`src/rtl/id_issue_queue_if.sv`:
```
// IF/EX-side handshake and decode bundle of the id_issue_queue.
// The queue takes the slave view; the surrounding pipeline (or a bench) takes the master view.
interface id_issue_queue_if #(
    parameter int unsigned XLEN  = 32,
    parameter int unsigned CNT_W = 16
);
    logic             iFlush;
    logic             iValid;
    logic             oReady;
    logic [XLEN-1:0]  iPc;
    logic [31:0]      iInstr;
    logic [4:0]       oAddrRs1;
    logic [4:0]       oAddrRs2;
    logic [XLEN-1:0]  iRs1;
    logic [XLEN-1:0]  iRs2;
    logic             iExReady;
    logic             iExValid;
    logic             iExIsLoad;
    logic [4:0]       iExRd;
    logic             oExValid;
    logic [XLEN-1:0]  oExPc;
    logic [6:0]       oExOpcode;
    logic [2:0]       oExFunc3;
    logic [6:0]       oExFunc7;
    logic [4:0]       oExRd;
    logic [4:0]       oExRs1Addr;
    logic [4:0]       oExRs2Addr;
    logic [XLEN-1:0]  oExRs1;
    logic [XLEN-1:0]  oExRs2;
    logic [XLEN-1:0]  oExImm;
    logic             oExImmEn;
    logic             oBrTrue;
    logic [XLEN-1:0]  oBrPc;
    logic [CNT_W-1:0] oStallCnt;

    modport slave (
        input  iFlush, iValid, iPc, iInstr, iRs1, iRs2, iExReady, iExValid, iExIsLoad, iExRd,
        output oReady, oAddrRs1, oAddrRs2, oExValid, oExPc, oExOpcode, oExFunc3, oExFunc7,
               oExRd, oExRs1Addr, oExRs2Addr, oExRs1, oExRs2, oExImm, oExImmEn, oBrTrue,
               oBrPc, oStallCnt
    );

    modport master (
        output iFlush, iValid, iPc, iInstr, iRs1, iRs2, iExReady, iExValid, iExIsLoad, iExRd,
        input  oReady, oAddrRs1, oAddrRs2, oExValid, oExPc, oExOpcode, oExFunc3, oExFunc7,
               oExRd, oExRs1Addr, oExRs2Addr, oExRs1, oExRs2, oExImm, oExImmEn, oBrTrue,
               oBrPc, oStallCnt
    );
endinterface

```
`src/rtl/id_issue_queue.sv`:
```
// Decode stage with a DEPTH-entry instruction queue: decodes the head entry, detects
// load-use hazards against EX, resolves branches/JAL early and drives a registered EX bundle.
module id_issue_queue #(
    parameter int unsigned XLEN  = 32,
    parameter int unsigned DEPTH = 4,
    parameter int unsigned CNT_W = 16
) (
    input  logic                 iClk,
    input  logic                 nRst,
    id_issue_queue_if.slave      bus_io
);
    localparam int unsigned PtrW = $clog2(DEPTH);
    localparam int unsigned CntW = PtrW + 1;

    localparam logic [6:0] OpLui    = 7'b0110111;
    localparam logic [6:0] OpAuipc  = 7'b0010111;
    localparam logic [6:0] OpJal    = 7'b1101111;
    localparam logic [6:0] OpJalr   = 7'b1100111;
    localparam logic [6:0] OpBranch = 7'b1100011;
    localparam logic [6:0] OpLoad   = 7'b0000011;
    localparam logic [6:0] OpStore  = 7'b0100011;
    localparam logic [6:0] OpAluI   = 7'b0010011;
    localparam logic [6:0] OpAluR   = 7'b0110011;

    typedef struct packed {
        logic            valid;
        logic [XLEN-1:0] pc;
        logic [6:0]      opcode;
        logic [2:0]      func3;
        logic [6:0]      func7;
        logic [4:0]      rd;
        logic [4:0]      rs1_addr;
        logic [4:0]      rs2_addr;
        logic [XLEN-1:0] rs1;
        logic [XLEN-1:0] rs2;
        logic [XLEN-1:0] imm;
        logic            imm_en;
        logic            br_true;
        logic [XLEN-1:0] br_pc;
    } ex_t;

    logic [XLEN-1:0]  pc_mem    [DEPTH];
    logic [31:0]      instr_mem [DEPTH];
    logic [PtrW-1:0]  wr_ptr_q, wr_ptr_d, rd_ptr_q, rd_ptr_d;
    logic [CntW-1:0]  count_q, count_d;
    logic [CNT_W-1:0] stall_q, stall_d;
    ex_t              ex_q, ex_d, dec;

    logic [31:0]      ins;
    logic [XLEN-1:0]  head_pc;
    logic [31:0]      imm32;
    logic             use_rs1, use_rs2, use_rd, imm_en;
    logic             cond, br_taken, not_empty, hazard, deq, redirect, push, push_ok;

    assign ins       = instr_mem[rd_ptr_q];
    assign head_pc   = pc_mem[rd_ptr_q];
    assign not_empty = (count_q != '0);

    always_comb begin
        use_rs1 = 1'b0;
        use_rs2 = 1'b0;
        use_rd  = 1'b0;
        imm_en  = 1'b0;
        imm32   = '0;
        case (ins[6:0])
            OpAluI, OpLoad, OpJalr: begin
                use_rs1 = 1'b1;
                use_rd  = 1'b1;
                imm_en  = 1'b1;
                imm32   = {{20{ins[31]}}, ins[31:20]};
            end
            OpLui, OpAuipc: begin
                use_rd = 1'b1;
                imm_en = 1'b1;
                imm32  = {ins[31:12], 12'b0};
            end
            OpAluR: begin
                use_rs1 = 1'b1;
                use_rs2 = 1'b1;
                use_rd  = 1'b1;
            end
            OpBranch: begin
                use_rs1 = 1'b1;
                use_rs2 = 1'b1;
                imm_en  = 1'b1;
                imm32   = {{19{ins[31]}}, ins[31], ins[7], ins[30:25], ins[11:8], 1'b0};
            end
            OpJal: begin
                use_rd = 1'b1;
                imm_en = 1'b1;
                imm32  = {{11{ins[31]}}, ins[31], ins[19:12], ins[20], ins[30:21], 1'b0};
            end
            OpStore: begin
                use_rs1 = 1'b1;
                use_rs2 = 1'b1;
                imm_en  = 1'b1;
                imm32   = {{20{ins[31]}}, ins[31:25], ins[11:7]};
            end
            default: ;
        endcase
    end

    always_comb begin
        case (ins[14:12])
            3'b000:  cond = (bus_io.iRs1 == bus_io.iRs2);
            3'b001:  cond = (bus_io.iRs1 != bus_io.iRs2);
            3'b100:  cond = ($signed(bus_io.iRs1) < $signed(bus_io.iRs2));
            3'b101:  cond = ($signed(bus_io.iRs1) >= $signed(bus_io.iRs2));
            3'b110:  cond = (bus_io.iRs1 < bus_io.iRs2);
            3'b111:  cond = (bus_io.iRs1 >= bus_io.iRs2);
            default: cond = 1'b0;
        endcase
    end

    assign br_taken = ((ins[6:0] == OpBranch) && cond) || (ins[6:0] == OpJal);

    always_comb begin
        dec          = '0;
        dec.valid    = 1'b1;
        dec.pc       = head_pc;
        dec.opcode   = ins[6:0];
        dec.func3    = ins[14:12];
        dec.func7    = ins[31:25];
        dec.rd       = use_rd  ? ins[11:7]   : 5'd0;
        dec.rs1_addr = use_rs1 ? ins[19:15]  : 5'd0;
        dec.rs2_addr = use_rs2 ? ins[24:20]  : 5'd0;
        dec.rs1      = use_rs1 ? bus_io.iRs1 : '0;
        dec.rs2      = use_rs2 ? bus_io.iRs2 : '0;
        dec.imm      = XLEN'($signed(imm32));
        dec.imm_en   = imm_en;
        dec.br_true  = br_taken;
        dec.br_pc    = br_taken ? head_pc + XLEN'($signed(imm32)) : '0;
    end

    assign hazard = bus_io.iExValid && bus_io.iExIsLoad && (bus_io.iExRd != 5'd0) &&
                    ((use_rs1 && (ins[19:15] == bus_io.iExRd)) ||
                     (use_rs2 && (ins[24:20] == bus_io.iExRd)));
    assign deq      = not_empty && !hazard && bus_io.iExReady && !bus_io.iFlush;
    assign redirect = deq && br_taken;
    assign push     = bus_io.iValid && bus_io.oReady;
    assign push_ok  = push && !bus_io.iFlush && !redirect;

    always_comb begin
        wr_ptr_d = wr_ptr_q;
        rd_ptr_d = rd_ptr_q;
        count_d  = count_q;
        if (bus_io.iFlush || redirect) begin
            wr_ptr_d = '0;
            rd_ptr_d = '0;
            count_d  = '0;
        end else begin
            if (push) wr_ptr_d = wr_ptr_q + 1'b1;
            if (deq)  rd_ptr_d = rd_ptr_q + 1'b1;
            count_d = count_q + CntW'(push) - CntW'(deq);
        end
    end

    always_comb begin
        ex_d    = ex_q;
        stall_d = stall_q;
        if (bus_io.iFlush) begin
            ex_d.valid   = 1'b0;
            ex_d.br_true = 1'b0;
        end else if (bus_io.iExReady) begin
            if (deq) begin
                ex_d = dec;
            end else begin
                ex_d.valid   = 1'b0;
                ex_d.br_true = 1'b0;
                ex_d.br_pc   = '0;
            end
        end
        if (hazard && not_empty && bus_io.iExReady && (stall_q != '1)) begin
            stall_d = stall_q + 1'b1;
        end
    end

    always_ff @(posedge iClk) begin
        if (!nRst) begin
            wr_ptr_q <= '0;
            rd_ptr_q <= '0;
            count_q  <= '0;
            stall_q  <= '0;
            ex_q     <= '0;
        end else begin
            wr_ptr_q <= wr_ptr_d;
            rd_ptr_q <= rd_ptr_d;
            count_q  <= count_d;
            stall_q  <= stall_d;
            ex_q     <= ex_d;
        end
    end

    // Storage needs no reset: only entries between the pointers are ever read as valid.
    always_ff @(posedge iClk) begin
        if (nRst && push_ok) begin
            pc_mem[wr_ptr_q]    <= bus_io.iPc;
            instr_mem[wr_ptr_q] <= bus_io.iInstr;
        end
    end

    assign bus_io.oReady     = nRst && (count_q != CntW'(DEPTH));
    assign bus_io.oAddrRs1   = ins[19:15];
    assign bus_io.oAddrRs2   = ins[24:20];
    assign bus_io.oExValid   = ex_q.valid;
    assign bus_io.oExPc      = ex_q.pc;
    assign bus_io.oExOpcode  = ex_q.opcode;
    assign bus_io.oExFunc3   = ex_q.func3;
    assign bus_io.oExFunc7   = ex_q.func7;
    assign bus_io.oExRd      = ex_q.rd;
    assign bus_io.oExRs1Addr = ex_q.rs1_addr;
    assign bus_io.oExRs2Addr = ex_q.rs2_addr;
    assign bus_io.oExRs1     = ex_q.rs1;
    assign bus_io.oExRs2     = ex_q.rs2;
    assign bus_io.oExImm     = ex_q.imm;
    assign bus_io.oExImmEn   = ex_q.imm_en;
    assign bus_io.oBrTrue    = ex_q.br_true;
    assign bus_io.oBrPc      = ex_q.br_pc;
    assign bus_io.oStallCnt  = stall_q;
endmodule

```
`src/flat_wrapper.sv`:
```
// flat-port wrapper written by rule: the top's interface ports become plain ports
module id_issue_queue_flat 
#(
    parameter int unsigned XLEN  = 32,
    parameter int unsigned DEPTH = 4,
    parameter int unsigned CNT_W = 16
)
  (iClk, nRst, bus_io_iFlush, bus_io_iValid, bus_io_iPc, bus_io_iInstr, bus_io_iRs1, bus_io_iRs2, bus_io_iExReady, bus_io_iExValid, bus_io_iExIsLoad, bus_io_iExRd, bus_io_oReady, bus_io_oAddrRs1, bus_io_oAddrRs2, bus_io_oExValid, bus_io_oExPc, bus_io_oExOpcode, bus_io_oExFunc3, bus_io_oExFunc7, bus_io_oExRd, bus_io_oExRs1Addr, bus_io_oExRs2Addr, bus_io_oExRs1, bus_io_oExRs2, bus_io_oExImm, bus_io_oExImmEn, bus_io_oBrTrue, bus_io_oBrPc, bus_io_oStallCnt);
  id_issue_queue_if #(.XLEN(XLEN), .CNT_W(CNT_W)) bus_io_i ();
  input  logic iClk;
  input  logic nRst;
  input wire logic [$bits(bus_io_i.iFlush)-1:0] bus_io_iFlush;
  input wire logic [$bits(bus_io_i.iValid)-1:0] bus_io_iValid;
  input wire logic [$bits(bus_io_i.iPc)-1:0] bus_io_iPc;
  input wire logic [$bits(bus_io_i.iInstr)-1:0] bus_io_iInstr;
  input wire logic [$bits(bus_io_i.iRs1)-1:0] bus_io_iRs1;
  input wire logic [$bits(bus_io_i.iRs2)-1:0] bus_io_iRs2;
  input wire logic [$bits(bus_io_i.iExReady)-1:0] bus_io_iExReady;
  input wire logic [$bits(bus_io_i.iExValid)-1:0] bus_io_iExValid;
  input wire logic [$bits(bus_io_i.iExIsLoad)-1:0] bus_io_iExIsLoad;
  input wire logic [$bits(bus_io_i.iExRd)-1:0] bus_io_iExRd;
  output wire logic [$bits(bus_io_i.oReady)-1:0] bus_io_oReady;
  output wire logic [$bits(bus_io_i.oAddrRs1)-1:0] bus_io_oAddrRs1;
  output wire logic [$bits(bus_io_i.oAddrRs2)-1:0] bus_io_oAddrRs2;
  output wire logic [$bits(bus_io_i.oExValid)-1:0] bus_io_oExValid;
  output wire logic [$bits(bus_io_i.oExPc)-1:0] bus_io_oExPc;
  output wire logic [$bits(bus_io_i.oExOpcode)-1:0] bus_io_oExOpcode;
  output wire logic [$bits(bus_io_i.oExFunc3)-1:0] bus_io_oExFunc3;
  output wire logic [$bits(bus_io_i.oExFunc7)-1:0] bus_io_oExFunc7;
  output wire logic [$bits(bus_io_i.oExRd)-1:0] bus_io_oExRd;
  output wire logic [$bits(bus_io_i.oExRs1Addr)-1:0] bus_io_oExRs1Addr;
  output wire logic [$bits(bus_io_i.oExRs2Addr)-1:0] bus_io_oExRs2Addr;
  output wire logic [$bits(bus_io_i.oExRs1)-1:0] bus_io_oExRs1;
  output wire logic [$bits(bus_io_i.oExRs2)-1:0] bus_io_oExRs2;
  output wire logic [$bits(bus_io_i.oExImm)-1:0] bus_io_oExImm;
  output wire logic [$bits(bus_io_i.oExImmEn)-1:0] bus_io_oExImmEn;
  output wire logic [$bits(bus_io_i.oBrTrue)-1:0] bus_io_oBrTrue;
  output wire logic [$bits(bus_io_i.oBrPc)-1:0] bus_io_oBrPc;
  output wire logic [$bits(bus_io_i.oStallCnt)-1:0] bus_io_oStallCnt;
  assign bus_io_i.iFlush = bus_io_iFlush;
  assign bus_io_i.iValid = bus_io_iValid;
  assign bus_io_i.iPc = bus_io_iPc;
  assign bus_io_i.iInstr = bus_io_iInstr;
  assign bus_io_i.iRs1 = bus_io_iRs1;
  assign bus_io_i.iRs2 = bus_io_iRs2;
  assign bus_io_i.iExReady = bus_io_iExReady;
  assign bus_io_i.iExValid = bus_io_iExValid;
  assign bus_io_i.iExIsLoad = bus_io_iExIsLoad;
  assign bus_io_i.iExRd = bus_io_iExRd;
  assign bus_io_oReady = bus_io_i.oReady;
  assign bus_io_oAddrRs1 = bus_io_i.oAddrRs1;
  assign bus_io_oAddrRs2 = bus_io_i.oAddrRs2;
  assign bus_io_oExValid = bus_io_i.oExValid;
  assign bus_io_oExPc = bus_io_i.oExPc;
  assign bus_io_oExOpcode = bus_io_i.oExOpcode;
  assign bus_io_oExFunc3 = bus_io_i.oExFunc3;
  assign bus_io_oExFunc7 = bus_io_i.oExFunc7;
  assign bus_io_oExRd = bus_io_i.oExRd;
  assign bus_io_oExRs1Addr = bus_io_i.oExRs1Addr;
  assign bus_io_oExRs2Addr = bus_io_i.oExRs2Addr;
  assign bus_io_oExRs1 = bus_io_i.oExRs1;
  assign bus_io_oExRs2 = bus_io_i.oExRs2;
  assign bus_io_oExImm = bus_io_i.oExImm;
  assign bus_io_oExImmEn = bus_io_i.oExImmEn;
  assign bus_io_oBrTrue = bus_io_i.oBrTrue;
  assign bus_io_oBrPc = bus_io_i.oBrPc;
  assign bus_io_oStallCnt = bus_io_i.oStallCnt;
  id_issue_queue #(.XLEN(XLEN), .DEPTH(DEPTH), .CNT_W(CNT_W)) u_core (.iClk(iClk), .nRst(nRst), .bus_io(bus_io_i));
endmodule
```
`config.mk`:
```
export PLATFORM = sky130hd
export DESIGN_NAME = id_issue_queue_flat
export DESIGN_NICKNAME = d
export VERILOG_FILES = /design/src/rtl/id_issue_queue_if.sv /design/src/rtl/id_issue_queue.sv /design/src/flat_wrapper.sv
export SDC_FILE = /design/constraint.sdc
export NUM_CORES = 1
export LEC_CHECK = 0
export ABC_CLOCK_PERIOD_IN_PS = 10500
export CORE_ASPECT_RATIO = 1.2
export CORE_MARGIN = 2
export CORE_UTILIZATION = 53
export CTS_CLUSTER_SIZE = 12
export DETAILED_ROUTE_END_ITERATION = 16
export PLACE_DENSITY = 0.8
export SLEW_MARGIN = 5
export SYNTH_ARGS = -nofsm -noshare
export SYNTH_HDL_FRONTEND = slang
export SYNTH_SLANG_ARGS = --single-unit
```
`constraint.sdc`:
```
create_clock -name iClk -period 10.5 [get_ports iClk]
set_clock_uncertainty 0.2 [all_clocks]
set_input_delay 2.625 -clock iClk [delete_from_list [all_inputs] [get_ports iClk]]
set_output_delay 2.625 -clock iClk [all_outputs]
set_load 0.01 [all_outputs]
```
=== Word level (Yosys, flattened, before mapping) ===
Memories as Yosys holds them, arrays and structs flattened. A register that Yosys moved wholly into a read port is not among the register bits.
Index checks and enable logic that the tools add are counted.

* Input port bits: 140
* Logic and storage cells: 109
* Output and inout port bits: 222
* Memory bits (writable): 256
* Register bits: 218
* Memories kept: 2

* $lt $le $gt $ge: 4
* Mux-type cells: 20
* Reductions and logical operators: 37
* Bitwise gates (word level): 2
* Equality and inequality tests: 20
* Add/sub/neg operators: 6

{| class="wikitable"
|+ Memory list
! name !! depth !! width !! read ports !! clocked after memory_dff !! write ports !! line !! text
|-
| u_core.instr_mem || 4 || 32 || 1 || 1 || 1 || id_issue_queue.sv:43 || <nowiki>logic [31:0] instr_mem [DEPTH];</nowiki>
|-
| u_core.pc_mem || 4 || 32 || 1 || 1 || 1 || id_issue_queue.sv:42 || <nowiki>logic [XLEN-1:0] pc_mem [DEPTH];</nowiki>
|}

{| class="wikitable"
|+ Operators by type and width
! cell !! number
|-
| one-hot mux 32 bit (5 select lines) || 1
|-
| two-way mux 32 bit || 3
|-
| greater-or-equal comparator 32 bit || 2
|-
| less-than comparator 32 bit || 2
|-
| two-way mux 33 bit || 1
|-
| adder 32 bit || 1
|-
| == test 32 bit || 1
|-
| != test 32 bit || 1
|-
| == test 7 x 6 -> 1 bit, second input constant || 3
|-
| == test 7 bit, second input constant || 3
|-
| logical AND 1 bit || 18
|-
| adder 16 x 1 -> 16 bit, second input constant || 1
|-
| != test 16 bit, second input constant || 1
|-
| two-way mux 5 bit || 3
|-
| == test 7 x 5 -> 1 bit, second input constant || 2
|-
| == test 3 bit, second input constant || 4
|-
| == test 5 bit || 2
|-
| two-way mux 2 bit || 4
|-
| OR reduction 8 bit || 1
|-
| == test 7 x 2 -> 1 bit, second input constant || 1
|-
| two-way mux 1 bit || 7
|-
| OR reduction 7 bit || 1
|-
| one-hot mux 1 bit (6 select lines) || 1
|-
| OR reduction 2 bit || 3
|-
| 15 further kinds || 22
|}

=== Depth between registers and ports, before layout ===
* Word-level depth: 16
* Mapped depth: 24
* Mapped depth without buffers: 20

=== Worst setup path before layout ===
Ideal clock, no wire load.

* Path kind: in2reg
* From: input bus_io_iRs2[3]
* To: memory u_core.instr_mem[0][0] (enable)
* Required time: 9.814 ns
* Stages on the path: 14
* Path slack: 2.086 ns
* Arrival: 7.727 ns
* Library setup time: 0.486 ns
* Path buffers: 0
* Path through: inv_1 -> ha_1 -> a21o_1 -> a21oi_1 -> a21oi_1 -> a211o_1 -> a221oi_1 -> o221ai_1 -> nor3_1 -> o21ai_0 -> a31oi_1 -> nor2_1 -> or3_1 -> nor2_1

* Longest elaborated chain between the ends: 10
* Elaborated cells between the ends (all ways): 15
* Those cells by class: 4 x order compare; 2 x eq/ne; 3 x mux; 6 x reduce/logical

{| class="wikitable"
|+ Ends and longest elaborated chain
! element !! line !! text
|-
| start: declaration || flat_wrapper.sv:17 || <nowiki>input wire logic [$bits(bus_io_i.iRs2)-1:0] bus_io_iRs2;</nowiki>
|-
| greater-or-equal comparator 32 bit (tied with other cells) || id_issue_queue.sv:110 || <nowiki>3'b111: cond = (bus_io.iRs1 >= bus_io.iRs2);</nowiki>
|-
| one-hot mux 1 bit (6 select lines) (*) || id_issue_queue.sv:104 || <nowiki>case (ins[14:12])</nowiki>
|-
| logical AND 1 bit (*) || id_issue_queue.sv:115 || <nowiki>assign br_taken = ((ins[6:0] == OpBranch) && cond) || (ins[6:0] == OpJal);</nowiki>
|-
| logical OR 1 bit (*) || id_issue_queue.sv:115 ||
|-
| logical AND 1 bit (*) || id_issue_queue.sv:139 || <nowiki>assign redirect = deq && br_taken;</nowiki>
|-
| logical NOT 1 bit (*) || id_issue_queue.sv:141 || <nowiki>assign push_ok = push && !bus_io.iFlush && !redirect;</nowiki>
|-
| logical AND 1 bit (*) || id_issue_queue.sv:141 ||
|-
| logical AND 1 bit (*) || id_issue_queue.sv:196 || <nowiki>if (nRst && push_ok) begin</nowiki>
|-
| two-way mux 1 bit (*) || id_issue_queue.sv:196 ||
|-
| two-way mux 1 bit (not written as such) (*) || id_issue_queue.sv:198 || <nowiki>instr_mem[wr_ptr_q] <= bus_io.iInstr;</nowiki>
|-
| end: declaration || id_issue_queue.sv:43 ||
|}

Mark *: on every way between the ends. The rest lies on a longest branch, timed or not.

=== Worst setup path after layout ===
* From: input bus_io_iRs2[3]
* To: memory u_core.instr_mem[1][15] (enable)

Same word-level chain as after synthesis.

==> impl_metrics.env <==
export IMPL_grt_use_met1=0.349
export IMPL_synthArstFlopShare=0
export IMPL_fmaxAchievable_mhz=127
export IMPL_drc=0
export IMPL_slew_violations=0
export IMPL_min_to="u_core.bus_io.oExRs1[17]$_SDFFE_PN0P_"
export IMPL_numPortBuffers=361
export IMPL_avgSynthCellArea_um2=11.6
export IMPL_ys_types=79
export IMPL_cap_violations=0
export IMPL_final_hold_viol_count=0
export IMPL_design_core_area_um2=37900
export IMPL_path_class="primary input to register"
export IMPL_antenna_found_initial=5
export IMPL_core_rowCount=78
export IMPL_p_int_uw=2990
export IMPL_place_congestion=0.861
export IMPL_cts_buffers=47
export IMPL_max_vdd_ir_drop_uv=164
export IMPL_critPathRequiredTime_ns=10.49
export IMPL_grt_util_met3=0.0657
export IMPL_synth_nets=1974
export IMPL_design_area_um2=25800
export IMPL_yosys_area_top_type="edfxtp_1"
export IMPL_via_per_inst=5.94
export IMPL_io_pins=362
export IMPL_fillCellCount=2745
export IMPL_clockBufferDepth=3
export IMPL_tns_ns=0
export IMPL_clock_sinks=476
export IMPL_cts_resized=0
export IMPL_p_switching_uw=838
export IMPL_placed_area_um2=24300
export IMPL_grt_use_total=0.289
export IMPL_syn_area_um2=20400
export IMPL_max_slew_margin_rel=0.338
export IMPL_cts_root_buffer="clkbuf_16"
export IMPL_power_uw=3830
export IMPL_overflow=0
export IMPL_worstHoldPathCells=2
export IMPL_area_delta_synth_final_pct=26.6
export IMPL_hpwl_mm=41.4
export IMPL_fin_crit_sh=0.752
export IMPL_dieWidth_um=183
export IMPL_p_clk_frac=0.420
export IMPL_synth_common_cells="nand2_1 (291), edfxtp_1 (256), dfxtp_1 (220)"
export IMPL_combPwrFrac=0.063
export IMPL_ant_nets=0
export IMPL_vias=15474
export IMPL_cts_htree_levels=2
export IMPL_p_per_area_nw_per_um2=148
export IMPL_synth_top_cell_area_share=0.377
export IMPL_status="finished clean"
export IMPL_worstPathMaxFanout=50
export IMPL_syn_inst=1762
export IMPL_die_area_um2=40100
export IMPL_swShare=0.219
export IMPL_synthFlopType="edfxtp_1"
export IMPL_grt_use_met2=0.495
export IMPL_synth_edf_count=256
export IMPL_setup_viol=0
export IMPL_ys_ff_latch=476
export IMPL_cp_start_kind="primary input"
export IMPL_hold_slack_ns=0.249
export IMPL_r2r_slack_ns=3.74
export IMPL_worst_setup_path_end_kind="register"
export IMPL_rr_worst_depth=19
export IMPL_wl_mm=58.5
export IMPL_hold_path_class="register to register"
export IMPL_ys_warn_count=0
export IMPL_drtPass1Iterations=5
export IMPL_synth_most_common_cell="nand2_1"
export IMPL_grt_pass1_wl_mm=88.8
export IMPL_fin_crit_ns=7.90
export IMPL_fin_util=0.682
export IMPL_leakage_uw=0.00898
export IMPL_postCtsHoldBufs=0
export IMPL_rsz0062_at_grt="no"
export IMPL_worstMarginPinSlew_ns=0.990
export IMPL_synthTopCellsByArea="edfxtp_1 (38%), dfxtp_1 (22%), mux4_2 (7.0%), nand2_1 (5.4%), a21oi_1 (5.0%)"
export IMPL_top_usage_layer="met2"
export IMPL_layout_nets=2299
export IMPL_avgRoutedWirePerCell_um=22.5
export IMPL_drt_iter0_markers=1345
export IMPL_power_frac_seq=0.517
export IMPL_hp_start="u_core.bus_io.oExRs1[17]$_SDFFE_PN0P_"
export IMPL_initial_core_util=0.538
export IMPL_drive_above_1_share=0.0787
export IMPL_cts_clk_slew_worst_paths_ns=0.06
export IMPL_cts_setup_buffers=0
export IMPL_grt_max_degree=106
export IMPL_seq_area_frac_synth=0.593
export IMPL_worstPathArrival_ns=7.89
export IMPL_first_global_vias=15598
export IMPL_reg2reg_to="u_core.bus_io.oBrPc[30]$_SDFFE_PN0P_"
export IMPL_cts_tree="built"
export IMPL_clkLatencyLatePin_ns=0.58
export IMPL_die_h_um=219
[critical path: stages]
cell and delay (ns):
clkdlybuf4s50_1 0.48, inv_1 0.05, ha_1 0.30, a21o_1 0.19, a21oi_1 0.17, a21oi_1 0.09
a211o_1 0.30, a221oi_1 0.48, o221ai_1 0.20, nor3_1 0.14, o21ai_0 0.12, a31oi_1 0.63
nor2_1 0.08, buf_4 0.24, or3_1 0.51, nor2_4 0.52, buf_4 0.70
[logic make-up (layout without fill, tap and decap cells)]
logic type | count (synthesis) | count (layout) | share of synthesized area
fa+ha+maj | 72 | 72 | 0.0449
compound gates | 368 | 368 | 0.112
other cells | 0 | 3 | 0
flops | 476 | 476 | 0.593
mux | 68 | 68 | 0.0721
simple gates | 561 | 561 | 0.122
buf+inv | 163 | 523 | 0.0327
xor+xnor | 54 | 54 | 0.0232
[layer usage]
layer	vias to the layer above	routed length [um]
li1	7044	-
met1	7485	21800
met2	796	28700
met3	145	5350
met4	4	2600
met5	-	26
[flip-flops by register name (all words and copies together), names as in the netlist, 16 cells and up, named ones only]
| signal | cells |
|---|---|
| u_core.instr_mem | 128 |
| u_core.bus_io.oStallCnt | 16 |
| u_core.bus_io.oExImm | 32 |
| u_core.bus_io.oExRs1 | 32 |
| u_core.bus_io.oBrPc | 32 |
| u_core.bus_io.oExPc | 32 |
| u_core.pc_mem | 128 |
| u_core.bus_io.oExRs2 | 32 |
[power by group through the flow]
stage / sequential (uW) / clock [uW] / combinational (uW)
2_1_floorplan: 2020 / 0 / 114
3_3_place_gp: 2020 / 0 / 232
3_5_place_dp: 2020 / 0 / 237
4_1_cts: 1980 / 1630 / 239
5_1_grt: 1980 / 1700 / 258
6_report: 1980 / 1610 / 240
[how the worst max path moves through the flow]
stage              startpoint                                end  cells after the start
6_report       bus_io_iRs2[3]  u_core.instr_mem[1][15]$_DFFE_PP_                     17
5_1_grt        bus_io_iRs2[3]  u_core.instr_mem[1][18]$_DFFE_PP_                     17
3_3_place_gp   bus_io_iRs2[3]   u_core.instr_mem[3][1]$_DFFE_PP_                     17
3_5_place_dp   bus_io_iRs2[3]   u_core.instr_mem[1][0]$_DFFE_PP_                     17
4_1_cts        bus_io_iRs2[3]  u_core.instr_mem[1][18]$_DFFE_PP_                     17
2_1_floorplan  bus_io_iRs2[3]   u_core.instr_mem[0][0]$_DFFE_PP_                     14
[through the flow]
step / setup WS [ns] / instances
floorplan: 2.09 / 1762
global placement: 2.15 / 2518
detailed placement: 2.11 / 2518
CTS: 2.70 / 2602
global route: 2.28 / 2605
finish: 2.60 / 2605
[cell type report]
type	instances	area [um2]	share of cell area
clock buffer	82	1410	0.0546
timing repair buffer	376	3730	0.144
antenna	3	7.51	0.000291
clock inverter	2	50.0	0.00194
multi-input combinational	1123	7670	0.297
sequential	476	12100	0.469
tap	480	601	0.0233
inverter	63	244	0.00945
[layout by cell type, fill, tap and decap left out, types with 9 or more instances in the layout]
cell type | Yosys | routed
nor2_1 | 75 | 71
edfxtp_1 | 256 | 256
nor3_1 | 23 | 23
o21bai_1 | 9 | 9
a21o_1 | 35 | 35
xor2_1 | 20 | 20
a22oi_1 | 19 | 19
a21oi_1 | 202 | 201
o21ai_0 | 26 | 26
clkbuf_16 | 0 | 48
dfxtp_1 | 220 | 218
a31oi_1 | 9 | 9
nand2_1 | 291 | 291
nand3_1 | 94 | 94
ha_1 | 70 | 70
o21ai_1 | 10 | 10
clkdlybuf4s50_1 | 0 | 361
clkbuf_1 | 75 | 25
nand2b_1 | 9 | 9
buf_4 | 1 | 15
and2_1 | 9 | 9
mux4_2 | 63 | 63
xnor2_1 | 34 | 34
inv_1 | 61 | 61
nand4_1 | 12 | 12
Note: power is estimated with default switching activity, not from simulation.
